## src/rtl/arith_pkg.sv

```systemverilog
// arith_pkg: shared state encoding and width defaults for the arithmetic block
package arith_pkg;
  typedef enum logic [1:0] {IDLE, CALC, DONE} state_t;
  localparam int DEF_DIVIDEND_W = 8;
  localparam int DEF_DIVISOR_W = 4;
  function automatic int cnt_w(input int w);
    return $clog2(w + 1);
  endfunction
  localparam int CNT_W = cnt_w(DEF_DIVIDEND_W);
endpackage

```

## src/rtl/div_restore_step.sv

```systemverilog
// div_restore_step: one restoring division step (shift in a dividend bit, trial subtract)
module div_restore_step #(
  parameter int W = 4
) (
  input  logic [W:0]   rem,
  input  logic         msb,
  input  logic [W-1:0] divisor,
  output logic [W:0]   next_rem,
  output logic         q_bit
);
  logic [W:0]   shifted;
  logic [W+1:0] trial;
  always_comb begin
    shifted  = {rem[W-1:0], msb};
    trial    = {1'b0, shifted} - {2'b00, divisor};
    q_bit    = ~trial[W+1];
    next_rem = q_bit ? trial[W:0] : shifted;
  end
endmodule

```

## src/rtl/restoring_divider8x4.sv

```systemverilog
// restoring_divider8x4: sequential restoring divider, one quotient bit per clock
module restoring_divider8x4
  import arith_pkg::*;
#(
  parameter int DIVIDEND_W = DEF_DIVIDEND_W,
  parameter int DIVISOR_W  = DEF_DIVISOR_W
) (
  input  logic                  clk,
  input  logic                  rst_n,
  input  logic                  in_valid,
  output logic                  in_ready,
  input  logic [DIVIDEND_W-1:0] dividend,
  input  logic [DIVISOR_W-1:0]  divisor,
  output logic                  out_valid,
  input  logic                  out_ready,
  output logic [DIVIDEND_W-1:0] quotient,
  output logic [DIVISOR_W-1:0]  remainder,
  output logic                  div_by_zero
);
  localparam int CW = cnt_w(DIVIDEND_W);
  state_t                state;
  logic [DIVIDEND_W-1:0] q;
  logic [DIVISOR_W:0]    rem, next_rem;
  logic [DIVISOR_W-1:0]  dvs;
  logic [CW-1:0]         cnt;
  logic                  dbz, q_bit;
  div_restore_step #(.W(DIVISOR_W)) u_step (
    .rem(rem), .msb(q[DIVIDEND_W-1]), .divisor(dvs), .next_rem(next_rem), .q_bit(q_bit)
  );
  // a zero divisor spends one cycle in CALC so its latency is one edge past acceptance
  always_ff @(posedge clk or negedge rst_n) begin
    if (!rst_n) begin
      state <= IDLE;
      q     <= '0;
      rem   <= '0;
      dvs   <= '0;
      cnt   <= '0;
      dbz   <= 1'b0;
    end else begin
      case (state)
        IDLE: if (in_valid) begin
          dvs   <= divisor;
          cnt   <= '0;
          rem   <= '0;
          dbz   <= divisor == '0;
          q     <= divisor == '0 ? '1 : dividend;
          state <= CALC;
        end
        CALC: if (dbz) state <= DONE;
        else begin
          q     <= {q[DIVIDEND_W-2:0], q_bit};
          rem   <= next_rem;
          cnt   <= cnt + 1'b1;
          if (cnt == CW'(DIVIDEND_W - 1)) state <= DONE;
        end
        DONE: if (out_ready) state <= IDLE;
        default: state <= IDLE;
      endcase
    end
  end
  assign in_ready    = state == IDLE;
  assign out_valid   = state == DONE;
  assign quotient    = q;
  assign remainder   = rem[DIVISOR_W-1:0];
  assign div_by_zero = dbz;
endmodule

```

## config.mk

```make
export PLATFORM = sky130hd
export DESIGN_NAME = restoring_divider8x4
export DESIGN_NICKNAME = d
export VERILOG_FILES = /design/src/rtl/arith_pkg.sv /design/src/rtl/div_restore_step.sv /design/src/rtl/restoring_divider8x4.sv
export SDC_FILE = /design/constraint.sdc
export NUM_CORES = 1
export LEC_CHECK = 0
export CORE_ASPECT_RATIO = 0.75
export CORE_MARGIN = 2
export CORE_UTILIZATION = 30
export DETAILED_ROUTE_END_ITERATION = 12
export PLACE_DENSITY_LB_ADDON = 0.05
export SLEW_MARGIN = 5
export SYNTH_ARGS = -nofsm -noshare
export SYNTH_HDL_FRONTEND = slang
export SYNTH_SLANG_ARGS = --single-unit
```

## constraint.sdc

```tcl
create_clock -name clk -period 3.6 [get_ports clk]
set_clock_uncertainty 0.1 [all_clocks]
set_input_delay 0.72 -clock clk [delete_from_list [all_inputs] [get_ports clk]]
set_output_delay 0.72 -clock clk [all_outputs]
set_load 0.005 [all_outputs]
```

# [Yosys cells after proc, flatten, opt, wreduce, memory -nomap -nowiden]
# Index checks and enable logic that the tools add are counted.
[op_classes] add_sub_neg=2 eq_ne=7 n_mux=16 n_bitwise=1 n_reduce_logical=6
[op_table] op="$mux 8" n=3
[op_table] op="$mux 4" n=5
[op_table] op="$pmux 4 s2" n=2
[op_table] op="$pmux 8 s2" n=1
[op_table] op="$mux 2" n=4
[op_table] op="$pmux 2 s3" n=1
[op_table] op="$reduce_and 3->1" n=2
[op_table] op="$sub 5x4->6" n=1
[op_table] op="$add 4x1->4 const B" n=1
[op_table] op="$eq 4x3->1 const B" n=1
[op_table] op="$logic_not 4->1" n=1
[op_table] op="$ne 2x2->1 const B" n=2
[op_table] op="$ne 3x3->1 const B" n=1
[op_table] op="$eq 2x1->1 const B" n=1
[op_table] op="$eq 2x2->1 const B" n=1
[op_table] op="$logic_not 2->1" n=1
[op_table] op="$ne 2x1->1 const B" n=1
[op_table] op="$reduce_and 2->1" n=1
[op_table] op="$reduce_bool 2->1" n=1
[op_table] op="$not 1->1" n=1
[word_totals] register_bits=23

# [Longest topological paths before layout]
# Gate-level depths: netlist of the first run.
[depth] depth_word=4 ltp_mapped=7 ltp_nobuf=7

# [Hierarchy]
# From an unflattened synthesis of the first run, not the netlist that was laid out.
[unflattened] hier_cells=125 area_unflattened_um2=1460.2
[modules_own_cells] mod="restoring_divider8x4" n_inst=1 cells_per_inst=98 area_per_inst_um2=1212.4 seq_area_each_um2=600.6
[modules_own_cells] mod="div_restore_step" n_inst=1 cells_per_inst=27 area_per_inst_um2=247.7 seq_area_each_um2=0.0

# [Least setup slack after synthesis of the first run]
# Ideal clock, no wire load.
[synth_timing] kind="input to register" startpoint="in divisor[1]" endpoint="reg q[1] (netlist: quotient[1])" setup_time_ns=0.083 arrival_ns=1.663 path_slack_ns=1.755 stages=4 n_path_buf=0 path_cell_list="or4_1 -> nand2_1 -> o22ai_1 -> o21ai_0"
[synth_via] elab_chain_len=4
[synth_lines] item="start, declared" line_no="restoring_divider8x4.sv:13" source="input logic [DIVISOR_W-1:0] divisor,"
[synth_lines] item="$logic_not 4->1" line_no="restoring_divider8x4.sv:46" source="q <= divisor == '0 ? '1 : dividend;"
[synth_lines] item="$mux 8" line_no="restoring_divider8x4.sv:46"
[synth_lines] item="$mux 8" line_no="restoring_divider8x4.sv:41" source="IDLE: if (in_valid) begin"
[synth_lines] item="$pmux 8 s2" line_no="restoring_divider8x4.sv:40" source="case (state)"
[synth_lines] item="end signal, assigned" line_no="restoring_divider8x4.sv:46"
[synth_lines] item="end signal, assigned" line_no="restoring_divider8x4.sv:51" source="q <= {q[DIVIDEND_W-2:0], q_bit};"
[synth_lines] item="end, declared" line_no="restoring_divider8x4.sv:22" source="logic [DIVIDEND_W-1:0] q;"
# No other way between the ends. The select of a mux whose other input is x is not followed.
# A chain may end at the register's enable or synchronous reset.

# [Worst setup path in the final report of the first run]
[layout_timing] startpoint="in in_valid" endpoint="reg q[3] (netlist: quotient[3])"
[layout_via] elab_chain_len=2
[layout_lines] item="start, declared" line_no="restoring_divider8x4.sv:10" source="input logic in_valid,"
[layout_lines] item="$ne 2x2->1 (no line)"
[layout_lines] item="$reduce_and 3->1 (no line)"
# No other way between the ends.

==> impl_results.md, run 1 <==
* Tmin final at around 2.3 ns
* Fmax at 442 MHz
* Die Y at between 50 and 60 microns
* DIE WIDTH at 76.1 microns
* Core area at about 3700 sq um
* Gp weighted congestion at between 0.8 and 0.9
* Fin crit share at roughly 63%
* Final hold violations at 0
* R2R Setup Slk at 1.60 ns
* Setup TNS at 0 ns
* Top FF cell, synth: dfrtp_1
* Run status: complete, no violations
* Sw power at between 0.6 and 0.7 mW
* Leak at about 0.65 nW
* Seq/Total Area, Yosys at 49.3%
* Crit path kind: in -> reg
* Via count at around 980
* Initial antenna violation count at 0
* Final Max Tran Viols at 0
* H-tree levels at 1
* DRT Pass-1 Iters at 4
* Mean Syn Cell Area at roughly 9.5 sq um
* Root Driver: clkbuf_8
* DIE AREA at 4420 sq um
* Slew @ Worst Pin at 0.745 ns
* Clk pin slew, worst setup/hold paths at ~0.080 ns
* Synth cell types at 34
* Clk Latency, worst-skew pair at 0.27 ns
* Slew margin rel. at a little over 50%
* #FFs+latches synth at 23
* Layout area overhead at 33.7%
* Cell Pwr Density at about 940 nW/um^2
* Mapped Cells at between 100 and 150
* Footprint of the multi-input gates at about 540 sq um
* Ys async rst share at 100%
* DRT iter0 DRCs at 49
* Arrival time at the worst endpoint at roughly 2.3 ns
* # Post-CTS Setup Buffers at 0
* Dominant cell type by area after synthesis: dfrtp_1
* Routed wire per std cell at between 10 and 15 microns
* Synth warn at 0
* Fill count at roughly 380
* I/O pin cnt at 31
* Largest net degree at the start of global routing at 24
* Synth top area share at 49.3%
* Post-CTS Hold Fix Bufs at 0
* Flop pwr share at about a third
* Crit. End Element: flop
* Crit path max fanout at 21
* EDFF count, synth at 0
* Synthesized cell area at between 1000 and 1500 sq um
* Max Cap Viol at 0
* Syn_nets at 145
* Clock Power Share at a little over a tenth
* Initial Util at 31.5%
* Switching share of power at between 40 and 50%
* Vias in the first global route at a little over 900
* Final Setup Violations at 0
* Gr ovfl total at 0
* Total wire length at roughly 2800 microns
* Fin nets at 176
* # port buffers at 30
* CTS sink count at 23
* RSZ-0062 raised after global routing: false
* Peak supply drop at around 380 uV
* Num CTS Buffers at 3
* Clock Tree Buf Depth at 2
* First-pass GRT wire length at 4730 microns
* Register area at ~580 sq um
* Worst Setup Start Kind: input pin
* # diodes at 0
* Tot GR Track Use at a little over an eighth
* Std cell rows at 19
* Drt via density at about 4.8
* Worst Path Required at roughly 3.6 ns
* CTS tree: built
* Tightest Hold Check Type: reg -> reg
* Cell Int Power at around 0.86 mW
* Part of the power in combinational logic at between 50% and 60%
* Total power at 1.47 mW
* ANT nets after route at 0
* Post-CTS sizing at 0
* Residual DRC at 0
* Synth area leaders: dfrtp_1 49%, nand2_1 7.7%, o21ai_0 6.9%
* Post-DP HPWL at ~2100 microns
* Layout cells sized above 1 at 5.88%
-- cell families after synthesis --
family / synth area share [%]
buffers and inverters: 4.60
and+or+nand+nor: 19.5
AOI/OAI and AO/OA: 18.1
adders and majority gates: 7.07
DFF: 49.3
xor gates and xnor gates: 1.50
-- metal layers --
metal / track usage (%) / up-vias / wire length, microns
li1: - / 491 / -
met1: 20.7 / 468 / 1490
met2: 19.9 / 16 / 1240
met3: 3.89 / 2 / 85
met4: 2.34 / 0 / 16
met5: 0 / - / 0
-- final cells by class --
cell class              instances  share of cell area [%]
clock buffers                   3                    2.64
clock inverters                 1                   0.320
inverters                       5                    1.20
multi-input cells              89                    34.7
flip-flops and latches         23                    36.8
well taps                      52                    4.16
repair buffers                 32                    20.2
-- worst max-delay path, cell delays in order --
cell             delay (ns)
clkdlybuf4s50_1        0.41
nor3b_1                0.14
buf_4                  0.17
nor2_2                 0.59
o21ai_0                0.22
-- cell usage in the layout, fill, tap and decap left out --
cell | netlist | layout
or2_1 | 1 | 1
clkinv_2 | 0 | 1
fa_1 | 1 | 1
ha_1 | 5 | 5
o22ai_1 | 7 | 7
nor3b_1 | 1 | 1
a21oi_1 | 2 | 2
a221o_1 | 1 | 1
o21ai_1 | 1 | 1
nor2b_1 | 2 | 2
a22o_1 | 1 | 1
and2_1 | 1 | 1
buf_4 | 1 | 2
nand2b_1 | 3 | 3
nand3_1 | 2 | 2
inv_1 | 5 | 5
xor2_1 | 1 | 1
nor2_1 | 6 | 5
or3_1 | 1 | 1
o211ai_1 | 1 | 1
o21ai_0 | 16 | 16
nor2_2 | 0 | 1
dfrtp_1 | 23 | 23
nor4b_1 | 1 | 1
nand4_1 | 3 | 3
nand2_1 | 24 | 24
nor3b_2 | 1 | 1
or4_1 | 1 | 1
clkdlybuf4s50_1 | 0 | 30
clkbuf_8 | 0 | 3
xnor2_1 | 1 | 1
o311ai_0 | 2 | 2
a211o_1 | 1 | 1
o31ai_2 | 1 | 1
o21a_1 | 1 | 1
-- registers in the layout, summed over array words and instances, names as in the netlist --
name,count
dvs,4
rem,4
state,2
quotient,8
cnt,4
div_by_zero,1
-- path summary, 6_finish.rpt --
path,from,endpoint,cells after the start
max,in_valid,quotient[3],5
min,quotient[5],quotient[5],2
max reg2reg,rem[0],quotient[0],5
min reg2reg,quotient[5],quotient[5],2
max in group asynchronous,rst_n,cnt[0],2
min in group asynchronous,rst_n,quotient[2],2
-- cells in the mapped netlist, types with 2 or more instances --
| cell type | number |
|---|---|
| inv_1 | 5 |
| nor2_1 | 6 |
| nand4_1 | 3 |
| ha_1 | 5 |
| o21ai_0 | 16 |
| nand3_1 | 2 |
| o22ai_1 | 7 |
| dfrtp_1 | 23 |
| nor2b_1 | 2 |
| nand2_1 | 24 |
| nand2b_1 | 3 |
| a21oi_1 | 2 |
| clkbuf_1 | 3 |
| o311ai_0 | 2 |
-- power groups by stage --
| stage | combinational, mW | clock [mW] | sequential [mW] |
|---|---|---|---|
| floorplan | 0.531 | 0 | 0.483 |
| global placement | 0.799 | 0 | 0.502 |
| detailed placement | 0.815 | 0 | 0.501 |
| CTS | 0.824 | 0.169 | 0.495 |
| global route | 0.928 | 0.181 | 0.518 |
| finish | 0.814 | 0.162 | 0.495 |
-- stage by stage --
| stage | worst slack [ns] | std cells | instance area, sq um | hold WS (ns) | utilization (%) |
|---|---|---|---|---|---|
| after global routing | 1.12 | 205 | 1560 | 0.456 | 42.1 |
| after CTS | 0.919 | 205 | 1560 | 0.426 | 42.1 |
| final | 1.34 | 205 | 1560 | 0.418 | 42.1 |
| after detailed placement | 0.654 | 201 | 1510 | 0.400 | 40.8 |
| after floorplan | 1.75 | 123 | 1170 | 0.324 | - |
| after global placement | 0.757 | 201 | 1510 | 0.396 | 40.8 |
Power figures use the tool's default switching activity.
==> inputs of run 2 (changes only) <==
==> constraint.sdc (replaced) <==
create_clock -name clk -period 2.04 [get_ports clk]
set_clock_uncertainty 0.1 [all_clocks]
set_input_delay 0.408 -clock clk [delete_from_list [all_inputs] [get_ports clk]]
set_output_delay 0.408 -clock clk [all_outputs]
set_load 0.005 [all_outputs]
==> run 2 against run 1 <==
Compared with the run above:
- critical path type is now reg -> out
- first-iteration DRC count decreased by 14%
- routed wire length increased by 0.95%
- highest routed layer unchanged
- combinational power increased by 97%
- worst hold slack got worse by 0.021 ns
- flip-flop and latch count unchanged
- register-to-register slack got worse by 1.4 ns
- die area unchanged
==> impl_results.md, run 2 (synthesis results as in run 1) <==
* Footprint of the multi-input gates at about 540 sq um
* Gr ovfl total at 0
* Vias in the first global route at approximately 1000
* Worst Setup Start Kind: flop
* WHS at roughly 0.4 ns
* Residual DRC at 0
* Die Y at a little under 60 microns
* Post-CTS sizing at 0
* Root Driver: clkbuf_8
* Layout area overhead at 38.4%
* Initial antenna violation count at 0
* Post-Place Cells at 207
* R2R cell count at 6
* H-tree levels at 1
* Worst path max stage delay at 0.52 ns
* Peak supply drop at 605 uV
* DIE AREA at roughly 4400 sq um
* RR Startpoint: rem[1]
* Worst setup path start: state[1]
* Routed wire per std cell at roughly 14 microns
* Num CTS Buffers at 3
* Post-place setup slack at -0.113 ns
* Final hold violations at 0
* Leak at ~0.68 nW
* Layout cells sized above 1 at between 8 and 9%
* Slew margin rel. at a little under three quarters
* Area after DPL at around 1600 sq um
* Tmin final at roughly 1.9 ns
* CP bufs+invs at 1
* Most frequent cells in the layout: 30 x clkdlybuf4s50_1, 24 x nand2_1, 23 x dfrtp_1, 16 x o21ai_0
* Final Max Tran Viols at 0
* Gp weighted congestion at between 0.7 and 0.8
* Largest register FFs at 8
* Cell depth of the worst setup path at 2
* Max Cap Viol at 0
* # diodes at 0
* Post-CTS Hold Fix Bufs at 0
* ANT nets after route at 0
* DIE WIDTH at about 76 microns
* Arrival time at the worst endpoint at roughly 1.4 ns
* Setup crit end: out_valid
* Clk Latency, worst-skew pair at approximately 0.27 ns
* Tot GR Track Use at 14.0%
* Final Setup Violations at 0
* Register area at roughly 580 sq um
* Reg2reg end: rem[0]
* Fmax at roughly 520 MHz
* Fin nets at about 180
* CTS sink count at 23
* Final instance count without filler cells at around 210
* Initial Util at between 30% and 40%
* Std cell rows at 19
* Cell Pwr Density at between 1500 and 2000 nW/um^2
* CTS tree: built
* Crit. End Element: output pin
* Crit path max fanout at 5
* Slowest CP cell: clkdlybuf4s50_1
* # Post-CTS Setup Buffers at 0
* CP Cell Sequence: nor2b_1, clkdlybuf4s50_1
* Clock Tree Buf Depth at 2
* # port buffers at 30
* Core area at between 3000 and 4000 sq um
* RSZ-0062 raised after global routing: false
* Most common cell after layout, fill and taps aside: clkdlybuf4s50_1
* I/O pin cnt at 31
* Largest net degree at the start of global routing at 24
* DRT iter0 DRCs at 42
* Post-DP HPWL at 2130 microns
* Final WS setup at 0.127 ns
* Via count at 1033
* Fin area at about 1600 sq um
* Total wire length at ~2900 microns
* Tightest Hold Check Type: in -> async
* Worst Path Required at approximately 1.5 ns
* Slew @ Worst Pin at between 0.4 and 0.5 ns
* Cell family with most CP delay: buffers and inverters
* Fill count at around 390
* R2R Setup Slk at between 0.2 and 0.3 ns
* Drt via density at 4.90
* Crit path kind: reg -> out
* Setup TNS at 0 ns
* Run status: complete, no violations
* First-pass GRT wire length at between 4000 and 5000 microns
* DRT Pass-1 Iters at 5
* Clk pin slew, worst setup/hold paths at around 0.09 ns
* Fin crit share at 93.8%
## run 2: power breakdown
group,leakage (nW),internal [mW],switching [mW]
Combinational,0.371,0.815,0.780
Clock,0.0255,0.137,0.153
Sequential,0.284,0.688,0.174
Total,0.680,1.64,1.11
## run 2: per-layer routing
layer / GRT usage, % / vias up / part of all wire [%]
met5: 0 / - / 0
met4: 3.90 / 0 / 1.0
met3: 3.58 / 4 / 5.0
met2: 21.9 / 28 / 44
met1: 19.4 / 495 / 50
li1: - / 506 / -
## run 2: how the worst min path moves through the flow
stage                startpoint          end  slack [ns]
global route              rst_n  quotient[4]        0.43
floorplan                 rst_n       cnt[0]        0.01
finish                    rst_n  quotient[4]        0.40
detailed placement  quotient[4]  quotient[4]        0.40
CTS                       rst_n  quotient[4]        0.40
global placement    quotient[1]  quotient[1]        0.39
## run 2: area by class of cell
cell class / instances / area share, %
clock buffer: 3 / 2.55
tap: 52 / 4.02
clock inverter: 1 / 0.309
timing repair buffer: 38 / 23.0
sequential: 23 / 35.6
multi-input combinational: 89 / 33.3
inverter: 5 / 1.16
## run 2: stage by stage
| step | power [mW] | util (%) |
|---|---|---|
| after global routing | 3.01 | 43.6 |
| after detailed placement | 2.47 | 42.4 |
| after floorplan | 1.79 | - |
| final | 2.75 | 43.6 |
| after global placement | 2.45 | 42.4 |
| after CTS | 2.78 | 43.6 |
==> inputs of run 3 (changes only) <==
--- a/config.mk
+++ b/config.mk
@@ -10,6 +10,7 @@
 export CORE_UTILIZATION = 30
 export DETAILED_ROUTE_END_ITERATION = 12
 export PLACE_DENSITY_LB_ADDON = 0.05
+export SKIP_CTS_REPAIR_TIMING = 1
 export SLEW_MARGIN = 5
 export SYNTH_ARGS = -nofsm -noshare
 export SYNTH_HDL_FRONTEND = slang
==> results of run 3 <==
Same layout as run 2: the final DEF is identical, and so are final timing and power.
